### config.mk
export PLATFORM = sky130hd
export DESIGN_NAME = imem_loader
export DESIGN_NICKNAME = d
export VERILOG_FILES = /design/src/rtl/imem_loader.sv
export SDC_FILE = /design/constraint.sdc
export NUM_CORES = 1
export LEC_CHECK = 0
export CELL_PAD_IN_SITES_DETAIL_PLACEMENT = 0
export CELL_PAD_IN_SITES_GLOBAL_PLACEMENT = 1
export CORE_MARGIN = 2
export CORE_UTILIZATION = 36
export CTS_BUF_LIST = sky130_fd_sc_hd__clkbuf_4 sky130_fd_sc_hd__clkbuf_8 sky130_fd_sc_hd__clkbuf_16
export DETAILED_ROUTE_END_ITERATION = 16
export PLACE_DENSITY = 0.82
export SLEW_MARGIN = 20
export SYNTH_ARGS = -nofsm -noshare
export SYNTH_HDL_FRONTEND = slang
export SYNTH_SLANG_ARGS = --single-unit
### constraint.sdc
create_clock -name clk -period 2.8 [get_ports clk]
set_clock_uncertainty 0.2 [all_clocks]
set_input_delay 0.42 -clock clk [delete_from_list [all_inputs] [get_ports clk]]
set_output_delay 0.42 -clock clk [all_outputs]
set_load 0.03 [all_outputs]
### src/rtl/imem_loader.sv
// rtl/imem_loader.sv - byte-stream loader that fills instruction memory and gates core reset
//
// Packs an 8-bit valid/ready stream little-endian into 32-bit words and writes them to
// consecutive word addresses of instruction memory. The core is held in reset until the
// requested number of words has been written.
//
// Ports:
//   clk, rst        clock and asynchronous active-high reset
//   start, len      begin a load of len words (legal range 1..2**ADDR_W)
//   in_data/valid   byte stream input, in_ready when a byte can be taken
//   imem_we/addr/wd instruction memory write port (byte address, word data)
//   core_rst        core reset, released only in DONE
//   busy, done      loading / load complete
//   err             sticky flag: the most recent start carried an illegal len

module imem_loader #(
    parameter int ADDR_W = 10
) (
    input  logic              clk,
    input  logic              rst,
    input  logic              start,
    input  logic [ADDR_W:0]   len,
    input  logic [7:0]        in_data,
    input  logic              in_valid,
    output logic              in_ready,
    output logic              imem_we,
    output logic [31:0]       imem_addr,
    output logic [31:0]       imem_wd,
    output logic              core_rst,
    output logic              busy,
    output logic              done,
    output logic              err
);

    typedef enum logic [1:0] {
        IDLE  = 2'd0,
        RECV  = 2'd1,
        WRITE = 2'd2,
        DONE  = 2'd3
    } state_t;

    localparam logic [ADDR_W:0] MAX_LEN = {1'b1, {ADDR_W{1'b0}}};
    localparam logic [ADDR_W:0] ONE     = {{ADDR_W{1'b0}}, 1'b1};

    state_t          state;
    state_t          state_next;
    logic [1:0]      byte_cnt;
    logic [ADDR_W:0] word_cnt;
    logic [ADDR_W:0] len_q;
    logic [31:0]     word;

    logic            len_ok;
    logic            start_seen;
    logic            last_word;

    assign len_ok     = (len != '0) && (len <= MAX_LEN);
    // start is only honoured while no load is in flight
    assign start_seen = start && ((state == IDLE) || (state == DONE));
    // word_cnt never exceeds len_q-1 here, so the increment cannot overflow
    assign last_word  = (word_cnt + ONE) == len_q;

    always_ff @(posedge clk or posedge rst) begin
        if (rst) begin
            state <= IDLE;
        end else begin
            state <= state_next;
        end
    end

    always_comb begin
        state_next = state;
        in_ready   = 1'b0;
        imem_we    = 1'b0;
        busy       = 1'b0;
        done       = 1'b0;
        core_rst   = 1'b1;
        case (state)
            IDLE: begin
                if (start && len_ok) state_next = RECV;
            end
            RECV: begin
                in_ready = 1'b1;
                busy     = 1'b1;
                if (in_valid && (byte_cnt == 2'd3)) state_next = WRITE;
            end
            WRITE: begin
                imem_we    = 1'b1;
                busy       = 1'b1;
                state_next = last_word ? DONE : RECV;
            end
            DONE: begin
                done     = 1'b1;
                core_rst = 1'b0;
                if (start && len_ok) state_next = RECV;
            end
        endcase
    end

    always_ff @(posedge clk or posedge rst) begin
        if (rst) begin
            byte_cnt <= '0;
            word_cnt <= '0;
            len_q    <= '0;
            word     <= '0;
            err      <= 1'b0;
        end else begin
            if (start_seen) begin
                if (len_ok) begin
                    len_q    <= len;
                    byte_cnt <= '0;
                    word_cnt <= '0;
                    err      <= 1'b0;
                end else begin
                    err      <= 1'b1;
                end
            end
            if ((state == RECV) && in_valid) begin
                word[{byte_cnt, 3'b000} +: 8] <= in_data;
                // wraps 3 -> 0 on the fourth byte of a word
                byte_cnt <= byte_cnt + 2'd1;
            end
            if (state == WRITE) begin
                word_cnt <= word_cnt + ONE;
            end
        end
    end

    assign imem_addr = {{(32 - ADDR_W - 3){1'b0}}, word_cnt, 2'b00};
    assign imem_wd   = word;

endmodule
==> results of run 1 <==
final cells by class:
cell class                 count  area, sq um  area share, %
clock buffer                  13          166           4.07
clock inverter                 2         35.0          0.856
inverter                      10         37.5          0.917
multi-input combinational    195         1430           34.9
sequential                    59         1480           36.1
tap                          105          131           3.21
timing repair buffer          82          818           20.0
routing by layer:
layer,routed length (microns),share of wire [%]
met4,17,0.23
met1,3400,46
met3,565,7.6
met2,3470,47
met5,0,0
worst register-to-register path, cell delays in order (launching register included):
cell	delay (ns)
sky130_fd_sc_hd__dfrtp_1	0.48
sky130_fd_sc_hd__ha_1	0.37
sky130_fd_sc_hd__nand3_1	0.20
sky130_fd_sc_hd__or3_1	0.40
sky130_fd_sc_hd__a21oi_1	0.16
sky130_fd_sc_hd__nand4_1	0.13
sky130_fd_sc_hd__o31ai_1	0.20
registers in the layout, summed over array words and instances, names as in the netlist:
| register | flops |
|---|---|
| imem_wd | 32 |
| word_cnt | 11 |
| byte_cnt | 2 |
| len_q | 11 |
| err | 1 |
| state | 2 |
power groups by stage:
stage	logic (mW)	clock network (mW)	registers [mW]
final	2.26	0.788	1.50
after floorplan	1.16	0	1.82
after global placement	2.24	0	1.51
after global routing	2.45	0.855	1.55
after detailed placement	2.28	0	1.50
after CTS	2.28	0.810	1.50
cell families after synthesis:
logic type | Yosys count | share of synthesized area, %
and+or+nand+nor | 64 | 13.6
muxes | 12 | 4.52
adders and majority gates | 10 | 4.07
xor gates and xnor gates | 12 | 3.42
DFF | 59 | 48.0
AOI/OAI and AO/OA | 76 | 18.3
other | 1 | 0.122
buffers and inverters | 40 | 8.02
worst paths after layout:
path / start / cells past startpoint / slack (ns) / to
max in group asynchronous: rst / 3 / 1.56 / err
min in group clk: imem_wd[25] / 1 / 0.31 / imem_wd[25]
max: state[0] / 4 / 0.23 / busy
min reg2reg: imem_wd[25] / 1 / 0.31 / imem_wd[25]
max reg2reg: word_cnt[0] / 6 / 0.57 / state[1]
min: rst / 2 / 0.27 / imem_wd[9]
through the flow:
step	hold WS [ns]	setup WS, ns	power, mW	cells	area, sq um
2_1_floorplan	0.301	0.540	2.98	294	3150
3_3_place_gp	0.290	0.257	3.74	451	3890
3_5_place_dp	0.291	0.216	3.78	451	3890
4_1_cts	0.268	0.182	4.60	466	4090
5_1_grt	0.298	0.123	4.86	466	4090
6_report	0.271	0.226	4.55	466	4090
placed cells by master (no fill, tap or decap), types with 3 or more instances in the layout:
master                            instances
sky130_fd_sc_hd__nand4_1                  4
sky130_fd_sc_hd__inv_1                    9
sky130_fd_sc_hd__clkdlybuf4s50_1         71
sky130_fd_sc_hd__o21ai_0                 11
sky130_fd_sc_hd__ha_1                    10
sky130_fd_sc_hd__xnor2_1                  7
sky130_fd_sc_hd__a21oi_1                  9
sky130_fd_sc_hd__nand2b_1                 6
sky130_fd_sc_hd__a22o_1                  32
sky130_fd_sc_hd__nor4b_2                  3
sky130_fd_sc_hd__nor2_1                   8
sky130_fd_sc_hd__a31oi_1                  7
sky130_fd_sc_hd__mux2_2                  11
sky130_fd_sc_hd__conb_1                  21
sky130_fd_sc_hd__nand2_1                 17
sky130_fd_sc_hd__clkbuf_8                11
sky130_fd_sc_hd__dfrtp_1                 59
sky130_fd_sc_hd__nand3_1                  6
sky130_fd_sc_hd__and3_1                   4
sky130_fd_sc_hd__xor2_1                   5
sky130_fd_sc_hd__buf_4                    9
==> flow_summary.yaml, run 1 <==
outcome:
  status: "complete, no violations"
synth:
  yosys.area.top_type: "sky130_fd_sc_hd__dfrtp_1"
  dominantRegCellSynth: "sky130_fd_sc_hd__dfrtp_1"
  synth_top_cells_by_count: "sky130_fd_sc_hd__dfrtp_1, sky130_fd_sc_hd__a22o_1, sky130_fd_sc_hd__buf_4, sky130_fd_sc_hd__nand2_1"
  yosys.cell_count.top_type: "sky130_fd_sc_hd__dfrtp_1"
  synth.avg_cell_area_sq_um: 11.2
  yosys_warnings: 0
  synthesis.instances: 274
  synth_top_cells_by_area: "sky130_fd_sc_hd__dfrtp_1, sky130_fd_sc_hd__a22o_1, sky130_fd_sc_hd__buf_4, sky130_fd_sc_hd__ha_1, sky130_fd_sc_hd__mux2_2"
  async_flop_share_pct: 100
  synth-seq-cells: 59
  yosysTopAreaCellShare_pct: 48.0
  netlist_area_sq_um: 3070
  post_synth_num_cell_types: 50
  synth_enable_flop_cells: 0
  synth_seq_area_share_pct: 48.0
setup_path:
  critPathTopFamily: "buffers and inverters"
  master_of_the_slowest_instance_on_the_critical_path: "sky130_fd_sc_hd__clkdlybuf4s50_1"
  critPathArrivalTime_ns: 1.95
  cpPeakStageDelay_ns: 0.68
  crit_chain: "inv_1, ha_1, inv_1, clkdlybuf4s50_1"
  timing.setup.critical_path_class: "reg2out"
  cp-start-kind: "register"
  critPathMostFrequentCell: "sky130_fd_sc_hd__inv_1"
  cp_max_fo: 7
  worst_setup_path_end_kind: "primary output"
  timing.critical_path.required_ns: 2.18
  crit_buf_inv: 3
floorplan:
  ioPinCount: 93
  floorplan.rows: 33
  die-height_microns: 96.4
  floorplan.core_area_sq_um: 8260
  start_util_pct: 37.2
  die_outline_width_microns: 96.4
  die_area_sq_um: 9290
clocking:
  htree_levels: 3
  cts_tree: "done"
  clock_sink_count: 59
  cts-resized-gates: 0
  cts.clk_slew.worst_paths_ns: 0.06
  clkLatencyLatePin_ns: 0.32
  hold_buffers: 0
  root_buffer: "sky130_fd_sc_hd__clkbuf_8"
  cts.path.max_buffers: 2
  cts_buffers: 9
  post_cts.repair.setup_buffers: 0
sta:
  final_min_period_over_clock_period_pct: 91.9
  tightestPinTransition_ns: 0.544
  totalNegativeSetupSlack_ns: 0
  timing.final.crit_period_ns: 2.57
  setup_repair_after_global_routing_missed_its_margin: "false"
  achievable-frequency_mhz: 388
  timing.slew.headroom_pct: 63.7
  slew_viol_final: 0
  report.final.setup_viol: 0
  hold_viol_final: 0
drt:
  detailed_routing_iteration_count_for_the_pre_antenna_repair_pass: 4
  num_vias: 2385
  wire_per_inst_microns: 16.0
  ant_nets: 0
  drcViolationCount: 0
  drt_iter0_drc: 60
  route.detailed.vias_per_inst: 5.12
  routed_wl_mm: 7.46
power_and_ir_drop:
  power.internal_mw: 2.67
  p_sw_mw: 1.87
  power_frac_comb_pct: 49.7
  swShare_pct: 41.2
  power.sequential.fraction_pct: 33.0
  power.density_nw_per_um2: 1110
  clkPwrFrac_pct: 17.3
  p_leak_nw: 1.77
  ir_drop_mv: 0.601
global_route:
  use_met2_pct: 26.2
  grt.total_usage_pct: 17.6
  grt_util_met1_pct: 24.0
  number_of_global_route_vias_before_repair: 2455
  initial_antenna_violation_count: 0
  gr-usage-met3_pct: 5.97
  grt_remaining_overflow: 0
  grt_max_degree: 27
  first_pass_grt_wire_length_mm: 12.3
  grt-busiest-layer: "met2"
final_layout:
  final_util_pct: 49.5
  share_of_post_route_cells_with_drive_strength_above_1_pct: 14.1
  diodes: 0
  finalNetCount: 390
  final.fill_count: 772
  area_growth_pct: 33.1
job:
  maxCapViolCount: 0
place:
  routabilityCongestion: 0.826
  port_buffers: 71
  dpl.hpwl_mm: 5.43
hold_path:
  holdCritPathClass: "in2async"
No activity file was read; power rests on OpenSTA's default activity.
==> run 2, diff against run 1 <==
Settings changed: SKIP_LAST_GASP set to 1, SLEW_MARGIN 20 to unset.
==> results of run 2 <==
Same layout as run 1: the final DEF is identical, and so are final timing and power.
==> run 3, diff against run 2 <==
Settings changed: CTS_CLUSTER_DIAMETER set to 200, GPL_ROUTABILITY_DRIVEN set to 0.
==> results of run 3 <==
Same layout as run 1: the final DEF is identical, and so are final timing and power.
